File: config.mk
export PLATFORM = sky130hd
export DESIGN_NAME = pipeline_hazard_ctrl
export DESIGN_NICKNAME = d
export VERILOG_FILES = /design/src/rtl/pipeline_hazard_ctrl.sv
export SDC_FILE = /design/constraint.sdc
export NUM_CORES = 1
export LEC_CHECK = 0
export ABC_CLOCK_PERIOD_IN_PS = 4740
export BUFFER_PORTS_ARGS = -buffer_cell sky130_fd_sc_hd__buf_2
export CORE_UTILIZATION = 45
export CTS_CLUSTER_DIAMETER = 60
export DETAILED_ROUTE_END_ITERATION = 8
export GPL_ROUTABILITY_DRIVEN = 1
export GPL_TIMING_DRIVEN = 0
export PLACE_DENSITY = 0.77
export SYNTH_ARGS = -nofsm -noshare
export SYNTH_HDL_FRONTEND = slang
export SYNTH_SLANG_ARGS = --single-unit
File: constraint.sdc
create_clock -name clk -period 4.74 [get_ports clk]
set_clock_uncertainty 0.15 [all_clocks]
set_input_delay 1.422 -clock clk [delete_from_list [all_inputs] [get_ports clk]]
set_output_delay 1.422 -clock clk [all_outputs]
set_load 0.03 [all_outputs]
File: src/rtl/pipeline_hazard_ctrl.sv
// pipeline_hazard_ctrl
//   Hazard and stall controller for a five-stage pipeline whose stage
//   registers (IF/ID, ID/EX, EX/MEM, MEM/WB) are clocked on negedge. This
//   block runs on posedge and produces their enable/flush controls plus the
//   PC load enable. It resolves load-use hazards (bubble insertion),
//   taken-branch redirects (IF/ID flush) and data-memory wait states (full
//   pipeline freeze), sequencing multi-bubble stalls with a small FSM, and
//   keeps saturating stall/flush event counters for debug.
//
// Parameters
//   ADDR_W        register-file address width
//   LOAD_BUBBLES  bubbles inserted per load-use hazard (1..3)
//   CNT_W         width of the debug event counters
//
// Ports
//   clk, reset         posedge clock, synchronous active-high reset
//   id_rs, id_rt       source registers of the instruction in ID
//   id_uses_rt         ID instruction actually reads rt
//   ex_rd, ex_mem_read destination / is-load of the instruction in EX
//   branch_taken       branch/jump in ID resolved taken
//   mem_access         MEM-stage instruction touches data memory
//   mem_ready          data memory completes the access this cycle
//   pc_enable .. mem_wb_enable, if_id_flush, id_ex_flush
//                      combinational pipeline-register controls
//   stall_cycles       saturating count of cycles with pc_enable==0
//   flush_events       saturating count of cycles with if_id_flush==1
//   hz_state           FSM state: 0=RUN, 1=LOAD_STALL, 2=MEM_WAIT
module pipeline_hazard_ctrl #(
  parameter int ADDR_W       = 5,
  parameter int LOAD_BUBBLES = 1,
  parameter int CNT_W        = 16
) (
  input  logic              clk,
  input  logic              reset,
  input  logic [ADDR_W-1:0] id_rs,
  input  logic [ADDR_W-1:0] id_rt,
  input  logic              id_uses_rt,
  input  logic [ADDR_W-1:0] ex_rd,
  input  logic              ex_mem_read,
  input  logic              branch_taken,
  input  logic              mem_access,
  input  logic              mem_ready,
  output logic              pc_enable,
  output logic              if_id_enable,
  output logic              if_id_flush,
  output logic              id_ex_enable,
  output logic              id_ex_flush,
  output logic              ex_mem_enable,
  output logic              mem_wb_enable,
  output logic [CNT_W-1:0]  stall_cycles,
  output logic [CNT_W-1:0]  flush_events,
  output logic [1:0]        hz_state
);

  typedef enum logic [1:0] {
    RUN        = 2'd0,
    LOAD_STALL = 2'd1,
    MEM_WAIT   = 2'd2
  } state_t;

  // Remaining bubbles after the first one, loaded when a hazard is detected.
  localparam logic [1:0] BCNT_INIT = 2'(LOAD_BUBBLES - 1);

  state_t     state, state_nxt;
  state_t     resume, resume_nxt;
  state_t     eff_state;
  logic [1:0] bcnt, bcnt_nxt;
  logic       load_use;
  logic       freeze;
  logic       do_hold;
  logic       do_stall;
  logic       do_branch;

  function automatic logic [CNT_W-1:0] sat_inc(input logic [CNT_W-1:0] v,
                                               input logic             en);
    if (en && (v != {CNT_W{1'b1}})) begin
      return v + 1'b1;
    end
    return v;
  endfunction

  assign load_use = ex_mem_read && (ex_rd != '0) &&
                    ((ex_rd == id_rs) || (id_uses_rt && (ex_rd == id_rt)));
  assign freeze   = mem_access && !mem_ready;

  always_comb begin
    state_nxt  = state;
    resume_nxt = resume;
    bcnt_nxt   = bcnt;
    do_hold    = 1'b0;
    do_stall   = 1'b0;
    do_branch  = 1'b0;
    // On the cycle the memory wait ends, behave exactly like the state that
    // was interrupted, so no bubble is dropped or duplicated.
    eff_state  = ((state == MEM_WAIT) && !freeze) ? resume : state;

    if ((state == MEM_WAIT) && freeze) begin
      do_hold = 1'b1;
    end else begin
      unique case (eff_state)
        LOAD_STALL: begin
          if (freeze) begin
            do_hold    = 1'b1;
            resume_nxt = LOAD_STALL;
            state_nxt  = MEM_WAIT;
          end else begin
            // Branches in ID are not acted on here; the branch stays in ID
            // and is re-resolved once the stall completes.
            do_stall  = 1'b1;
            bcnt_nxt  = bcnt - 1'b1;
            state_nxt = (bcnt <= 2'd1) ? RUN : LOAD_STALL;
          end
        end
        default: begin
          state_nxt = RUN;
          if (freeze) begin
            do_hold    = 1'b1;
            resume_nxt = RUN;
            state_nxt  = MEM_WAIT;
          end else if (load_use) begin
            do_stall = 1'b1;
            if (LOAD_BUBBLES > 1) begin
              bcnt_nxt  = BCNT_INIT;
              state_nxt = LOAD_STALL;
            end
          end else if (branch_taken) begin
            do_branch = 1'b1;
          end
        end
      endcase
    end

    pc_enable     = !(do_hold || do_stall);
    if_id_enable  = !(do_hold || do_stall);
    id_ex_enable  = !do_hold;
    ex_mem_enable = !do_hold;
    mem_wb_enable = !do_hold;
    if_id_flush   = do_branch;
    id_ex_flush   = do_stall;

    // Reset loads NOPs everywhere: every register enabled and both flushed.
    if (reset) begin
      pc_enable     = 1'b1;
      if_id_enable  = 1'b1;
      id_ex_enable  = 1'b1;
      ex_mem_enable = 1'b1;
      mem_wb_enable = 1'b1;
      if_id_flush   = 1'b1;
      id_ex_flush   = 1'b1;
    end
  end

  always_ff @(posedge clk) begin
    if (reset) begin
      state        <= RUN;
      resume       <= RUN;
      bcnt         <= '0;
      stall_cycles <= '0;
      flush_events <= '0;
    end else begin
      state        <= state_nxt;
      resume       <= resume_nxt;
      bcnt         <= bcnt_nxt;
      stall_cycles <= sat_inc(stall_cycles, !pc_enable);
      flush_events <= sat_inc(flush_events, if_id_flush);
    end
  end

  assign hz_state = state;

endmodule

# [Word-level counts from Yosys, hierarchy flattened]
# Cells that the tools add are included.
[word_totals] out_inout_bits=41 word_cells=65 register_bits=38 in_bits=22
[op_classes] magnitude_cmp=1 muxes=30 bitwise_logic=2 n_reduce_logical=18 eq_ne=6 add_sub_neg=3
[op_table] cell="adder 16 x 1 -> 16 bit (second input constant)" count=2
[op_table] cell="two-way mux 16 bit" count=2
[op_table] cell="!= test 16 bit (second input constant)" count=2
[op_table] cell="two-way mux 1 bit" count=21
[op_table] cell="two-way mux 2 bit" count=7
[op_table] cell="== test 5 bit" count=2
[op_table] cell="logical AND 1 bit" count=8
[op_table] cell="zero test 1 bit" count=5
[op_table] cell="nonzero test 5 bit" count=1
[op_table] cell="AND reduction 3 bit" count=1
[op_table] cell="== test 2 x 1 -> 1 bit (second input constant)" count=1
[op_table] cell="== test 2 bit (second input constant)" count=1
[op_table] cell="less-or-equal comparator 2 x 1 -> 1 bit (second input constant)" count=1
[op_table] cell="logical OR 1 bit" count=2
[op_table] cell="inverter 1 bit" count=2
[op_table] cell="AND reduction 2 bit" count=1
[op_table] cell="subtractor 2 x 1 -> 2 bit (second input constant)" count=1

# [Logic depth before layout (Yosys ltp)]
# Gate-level depths: netlist of run 1.
[depth] depth_word=15 mapped_depth=9 mapped_depth_nobuf=7

# [Worst setup path before layout of run 1]
# Ideal clock, no wire load.
[synth_path] path_type="input to output" startpoint="input port ex_rd[1]" endpoint="output port if_id_flush" cell_stages=4 setup_slack_ns=0.227 arrival_ns=2.941 n_path_buf=0 required_time_ns=3.168 cell_sequence="or4_1 > o21ai_2 > nor2_1 > o21ai_0"
[synth_via] elab_chain_len=9 elab_cells_between_ends=12 cone_classes="2 x eq/ne; 5 x mux; 5 x reduce/logical"
[synth_rtl] item="from (decl)" line="38" text="input logic [ADDR_W-1:0] ex_rd,"
[synth_rtl] item="== test 5 bit" line="83" text="((ex_rd == id_rs) || (id_uses_rt && (ex_rd == id_rt)));"
[synth_rtl] item="logical AND 1 bit" line="83"
[synth_rtl] item="logical OR 1 bit" line="83"
[synth_rtl] item="logical AND 1 bit *" line="82" text="assign load_use = ex_mem_read && (ex_rd != '0) &&"
[synth_rtl] item="two-way mux 1 bit *" line="120" text="end else if (load_use) begin"
[synth_rtl] item="two-way mux 1 bit *" line="116" text="if (freeze) begin"
[synth_rtl] item="two-way mux 1 bit *" line="100" text="unique case (eff_state)"
[synth_rtl] item="two-way mux 1 bit *" line="97" text="if ((state == MEM_WAIT) && freeze) begin"
[synth_rtl] item="two-way mux 1 bit *" line="142" text="if (reset) begin"
[synth_rtl] item="to (decl)" line="45" text="output logic if_id_flush,"
# Mark *: on every way between the ends. The rest lies on a longest branch, timed or not.

# [Worst setup path after layout of run 1]
[layout_path] startpoint="input port ex_rd[3]" endpoint="output port pc_enable"
[layout_via] elab_chain_len=11 elab_cells_between_ends=14 cone_classes="2 x eq/ne; 5 x mux; 7 x reduce/logical"
[layout_rtl] item="== test 5 bit" line="83"
[layout_rtl] item="logical AND 1 bit" line="83"
[layout_rtl] item="logical OR 1 bit" line="83"
[layout_rtl] item="logical AND 1 bit *" line="82"
[layout_rtl] item="two-way mux 1 bit *" line="120"
[layout_rtl] item="two-way mux 1 bit *" line="116"
[layout_rtl] item="two-way mux 1 bit *" line="100"
[layout_rtl] item="two-way mux 1 bit *" line="97"
[layout_rtl] item="logical OR 1 bit *" line="133" text="pc_enable = !(do_hold || do_stall);"
[layout_rtl] item="zero test 1 bit *" line="133"
[layout_rtl] item="two-way mux 1 bit *" line="142"
[layout_rtl] item="to (decl)" line="43" text="output logic pc_enable,"
# Marked as above.

==> results.json, run 1 <==
{
  "worst_pin_slew_ns": 0.678,
  "die_area_sq_um": 4870,
  "ys_seq_area_frac": 0.358,
  "start_util": 0.472,
  "cts_made_buffers": 5,
  "hpwl_um": 3820,
  "endpoint_kind": "output pin",
  "r2r_end": "flush_events[0]",
  "worstRegToRegCells": 9,
  "critPathLaunchType": "primary input",
  "grt_setup_unrepaired": "false",
  "die_y_um": 69.8,
  "cts_root_buffer": "clkbuf_8",
  "period_minus_slack_ns": 4.60,
  "holdWs_ns": 0.333,
  "crit_fanout": 5,
  "register_area_sq_um": 741,
  "leakagePower_nw": 1.02,
  "yosys_register_bits": 37,
  "whs_endpoint": "hz_state[0]",
  "ioPinCount": 63,
  "cp_data_required_time_ns": 3.17,
  "grt_pass1_wl_um": 9110,
  "diodes": 0,
  "postCtsSetupRepairBufs": 1,
  "grt_max_degree": 12,
  "dieWidth_um": 69.8,
  "synth.distinct_cells": 47,
  "clockBufferDepth": 2,
  "fin_nets": 348,
  "antenna_found_initial": 0,
  "post-route-period-util": 0.970,
  "cts_resized": 0,
  "critPathKind": "primary input to output pin",
  "clkSlewWorstSetupHoldPaths_ns": 0.07,
  "drt_pre_antenna_iters": 4,
  "slew_viol_final": 0,
  "globalplace.congestion": 0.888,
  "powerDensity_nw_per_um2": 251,
  "r2r-start": "flush_events[0]",
  "drc": 0,
  "core_region_area_sq_um": 4380,
  "route.vias.total": 2215,
  "slew-limit-headroom": 0.545,
  "grt_pass1_vias": 1998,
  "fmax_ghz": 0.217,
  "synthArstFlopShare": 0,
  "overflow": 0,
  "synth_flop_cell": "dfxtp_1",
  "grt_use_total": 0.228,
  "worstHoldStart": "bcnt[1]",
  "report.power.total_uw": 641,
  "final-instance-count-excl-fill": 376,
  "routedWlPerCell_um": 13.9,
  "clock_sinks": 37,
  "layout-drive-gt1-share": 0.265,
  "wirelength_um": 5230,
  "yosysWarnings": 0,
  "synth-edff-count": 0,
  "setup_viol": 0,
  "synthCells": 253,
  "port_buffers": 62,
  "clock_latency_ns": 0.29,
  "dp.cells": 367,
  "cts_hold_buffers": 0,
  "ir_drop_mv": 0.136,
  "drt_iter0_drc": 141,
  "synthesis.area_sq_um": 2070,
  "whs_path_depth": 2,
  "h-tree-depth": 2,
  "r2r_slack_ns": 2.22,
  "multi_input_area_sq_um": 1220,
  "syn-num-nets": 278,
  "fillers": 407,
  "syn_avg_cell_area_sq_um": 8.18,
  "std_cell_rows": 24,
  "finish.utilization": 0.582,
  "area_growth_pct": 23.4,
  "cap_violations": 0,
  "worst_hold_path_type": "flop to flop",
  "via_per_inst": 5.89,
  "run_status": "complete, no violations",
  "antenna_left": 0,
  "hold_viol_final": 0,
  "cts_tree": "done",
  "critPathArrivalTime_ns": 3.03
}
through the flow:
stage | cell area, sq um | TNS, ns | setup slack [ns]
finish | 2550 | 0 | 0.140
global route | 2550 | 0 | 0.00394
CTS | 2550 | 0 | 0.145
floorplan | 2070 | 0 | 0.227
detailed placement | 2440 | -0.0886 | -0.0886
global placement | 2440 | -0.0522 | -0.0522
registers in the layout, summed over array words and instances, names as in the netlist:
signal	flops
bcnt	2
resume	1
flush_events	16
stall_cycles	16
hz_state	2
layout by cell type (no fill, tap or decap), types with 4 or more instances in the layout:
cell type	count
or3_1	7
nand3_1	16
nand2_1	22
clkbuf_1	4
a21oi_1	21
dfxtp_1	37
o21ai_0	13
nor4_1	5
inv_1	5
mux2i_1	4
clkbuf_8	7
buf_4	4
nand4_1	10
o31ai_1	9
xor2_1	10
nor2b_1	5
buf_2	64
nor2_1	14
or4_1	12
cell usage after synthesis, types with 2 or more instances:
library cell	instances	share of area
a21oi_1	21	0.051
and2_1	3	0.0091
and3_1	3	0.0091
and4_1	2	0.0085
buf_1	2	0.0036
buf_2	2	0.0048
buf_4	3	0.011
buf_6	2	0.011
clkbuf_1	4	0.0073
dfxtp_1	37	0.36
ha_1	3	0.018
inv_1	5	0.0091
mux2_2	2	0.011
mux2i_1	4	0.019
nand2_1	22	0.040
nand2b_1	2	0.0060
nand3_1	16	0.039
nand4_1	10	0.030
nand4b_1	2	0.0085
nor2_1	14	0.025
nor2b_1	5	0.015
nor3_1	3	0.0073
nor4_1	5	0.015
o211ai_1	3	0.011
o21a_1	3	0.011
o21ai_0	13	0.031
o21ai_2	2	0.0085
o311ai_0	2	0.0085
o31a_1	2	0.0085
o31ai_1	9	0.033
o41ai_1	2	0.0085
or2_2	2	0.0060
or3_1	7	0.021
or4_1	12	0.044
xnor2_1	3	0.013
xor2_1	10	0.042
power by group:
part / leakage (nW) / internal [mW] / switching (mW)
Clock: 0.0542 / 0.131 / 0.110
Sequential: 0.299 / 0.314 / 0.00466
Combinational: 0.670 / 0.0286 / 0.0516
Total: 1.02 / 0.474 / 0.167
critical path, cell delays in order:
cell and delay, ns:
buf_2 0.12, xor2_1 0.16, nor4_1 0.31, a32oi_1 0.26
o211ai_1 0.31, nand2_1 0.12, buf_4 0.16, buf_2 0.16
worst max path at each step:
stage / from / depth (start not counted) / endpoint / slack [ns]
finish: ex_rd[3] / 8 / pc_enable / 0.14
floorplan: ex_rd[1] / 4 / if_id_flush / 0.23
global placement: ex_rd[3] / 8 / pc_enable / -0.05
detailed placement: ex_rd[3] / 8 / pc_enable / -0.09
global route: ex_rd[3] / 8 / pc_enable / 0.004
CTS: ex_rd[3] / 8 / pc_enable / 0.15
layer usage:
layer  wire length, um  track usage  vias to the layer above
met3               317       0.0349                       11
li1                  -            -                     1086
met4                95       0.0867                        0
met1              2400        0.297                     1035
met2              2420        0.378                       83
met5                 0            0                        -
cells by family after synthesis:
kind of cell               Yosys count  share of synthesized area
and+or+nand+nor                    111                      0.296
AOI/OAI and AO/OA                   63                      0.192
DFF                                 37                      0.358
buffers and inverters               20                     0.0508
xor gates and xnor gates            13                     0.0550
muxes                                6                     0.0302
adders and majority gates            3                     0.0181
cell type report:
cell class                      count  area share
Multi-Input combinational cell    196       0.479
Clock inverter                      1     0.00196
Clock buffer                        7      0.0377
Buffer                             14      0.0323
Tap cell                           52      0.0255
Inverter                            6     0.00882
Timing Repair Buffer               63       0.124
Sequential cell                    37       0.290
Power figures use the tool's default switching activity.
==> inputs of run 2 (changes only) <==
CELL_PAD_IN_SITES_DETAIL_PLACEMENT = 2   (was not set)
CELL_PAD_IN_SITES_GLOBAL_PLACEMENT = 2   (was not set)
CORE_UTILIZATION = 31   (was 45)
PLACE_DENSITY = 0.9   (was 0.77)
==> run 2 against run 1 <==
Effect of this change:
- sequential cell count did not move
- critical path depth did not move
- clock-buffer cell count did not move
- largest cell class unchanged
==> results.json, run 2 (synthesis results as in run 1) <==
{
  "place_worst_setup_slack_ns": -0.112,
  "cts_made_buffers": 5,
  "area_growth_pct": 24.8,
  "place_area_sq_um": 2480,
  "cap_violations": 0,
  "fin_area_sq_um": 2580,
  "slowest_stage": "nor4_2",
  "antenna_left": 0,
  "fmax_ghz": 0.214,
  "clkSlewWorstSetupHoldPaths_ns": 0.08,
  "leakagePower_nw": 1.02,
  "worst_hold_path_type": "flop to flop",
  "route.vias.total": 2301,
  "clock_sinks": 37,
  "layout-drive-gt1-share": 0.266,
  "diodes": 0,
  "critPathLaunchType": "primary input",
  "std_cell_rows": 29,
  "drc": 0,
  "core_region_area_sq_um": 6390,
  "crit_fanout": 5,
  "routedWlPerCell_um": 19.2,
  "h-tree-depth": 2,
  "cp_data_required_time_ns": 3.17,
  "hold_viol_final": 0,
  "layout.cells.most_common_list": "buf_2 (64), dfxtp_1 (37), nand2_1 (22)",
  "slew-limit-headroom": 0.453,
  "slew_viol_final": 0,
  "final_common_cell": "buf_2",
  "grt_pass1_vias": 2463,
  "clockBufferDepth": 2,
  "critPathKind": "primary input to output pin",
  "grt_max_degree": 11,
  "ioPinCount": 63,
  "finish.utilization": 0.405,
  "globalplace.congestion": 0.783,
  "ir_drop_mv": 0.134,
  "crit_top_cell": "buf_2",
  "powerDensity_nw_per_um2": 248,
  "run_status": "complete, no violations",
  "grt_pass1_wl_um": 12700,
  "die_area_sq_um": 7010,
  "post-route-period-util": 0.985,
  "setup_ws_ns": 0.0728,
  "top_regs": "flush_events: 16 flops, stall_cycles: 16 flops",
  "die_y_um": 83.7,
  "endpoint_kind": "output pin",
  "worst_pin_slew_ns": 0.814,
  "overflow": 0,
  "wirelength_um": 7690,
  "cts_tree": "done",
  "period_minus_slack_ns": 4.67,
  "drt_iter0_drc": 57,
  "grt_use_total": 0.228,
  "drt_pre_antenna_iters": 4,
  "critPathArrivalTime_ns": 3.10,
  "clock_latency_ns": 0.30,
  "r2r_slack_ns": 2.01,
  "setup_viol": 0,
  "cts_root_buffer": "clkbuf_8",
  "path_cells": "buf_2 > xor2_1 > nor4_2 > a32oi_2 > nor2_1 > o21ai_0 > nand2_1 > buf_2",
  "cpPeakStageDelay_ns": 0.34,
  "dieWidth_um": 83.7,
  "start_util": 0.324,
  "fin_nets": 348,
  "hpwl_um": 5600,
  "antenna_found_initial": 0,
  "via_per_inst": 5.75,
  "port_buffers": 62
}
==> run 2: cell types whose count changed in the layout (fill, tap and decap cells not counted) <==
cell      delta
a32oi_1      -1
a32oi_2      +1
clkbuf_1     +1
clkbuf_8     -1
clkinv_2     -1
nor4_1       -1
nor4_2       +1
==> run 2: routing by layer <==
metal | wire (um) | track usage
met5 | 0 | 0
met4 | 97 | 0.0647
met3 | 249 | 0.0336
met2 | 4150 | 0.426
met1 | 3190 | 0.269
==> run 2: path summary, 6_finish.rpt <==
path | start | to | cells after the start
worst max-delay path | ex_rd[3] | id_ex_flush | 8
worst min-delay path | bcnt[1] | hz_state[0] | 2
worst max register to register | flush_events[0] | flush_events[0] | 9
worst min register to register | bcnt[1] | hz_state[0] | 2
==> run 2: final cells by class <==
cell class	count	area, sq um
Buffer	14	82.6
Clock buffer	7	86.3
Fill cell	771	3800
Inverter	6	22.5
Multi-Input combinational cell	196	1240
Sequential cell	37	741
Tap cell	77	96.3
Timing Repair Buffer	63	318
==> run 2: power breakdown <==
part	total, mW	switching, mW	leakage, nW	internal [mW]
clock	0.235	0.120	0.0443	0.116
sequential	0.319	0.00460	0.299	0.314
combinational	0.0875	0.0584	0.674	0.0291
==> run 2: repair_timing <==
item                       4_1_cts  5_1_grt
resized for setup                0        2
setup endpoints to repair        2        2
hold buffers                     0        0
pin swaps                        1        1
setup buffers                    1        0
==> run 2: through the flow <==
stage	setup TNS [ns]	power, mW	hold WS, ns	cells
finish	0	0.641	0.354	400
CTS	0	0.645	0.362	400
global placement	-0.125	0.406	0.308	392
detailed placement	-0.112	0.410	0.351	392
floorplan	0	0.375	0.296	253
global route	-0.0337	0.667	0.392	400
==> run 2: critical path, delay by kind of cell <==
kind | cells | cell delay (ns)
and+or+nand+nor | 3 | 0.74
AOI/OAI and AO/OA | 2 | 0.42
buffers and inverters | 2 | 0.34
xor gates and xnor gates | 1 | 0.17
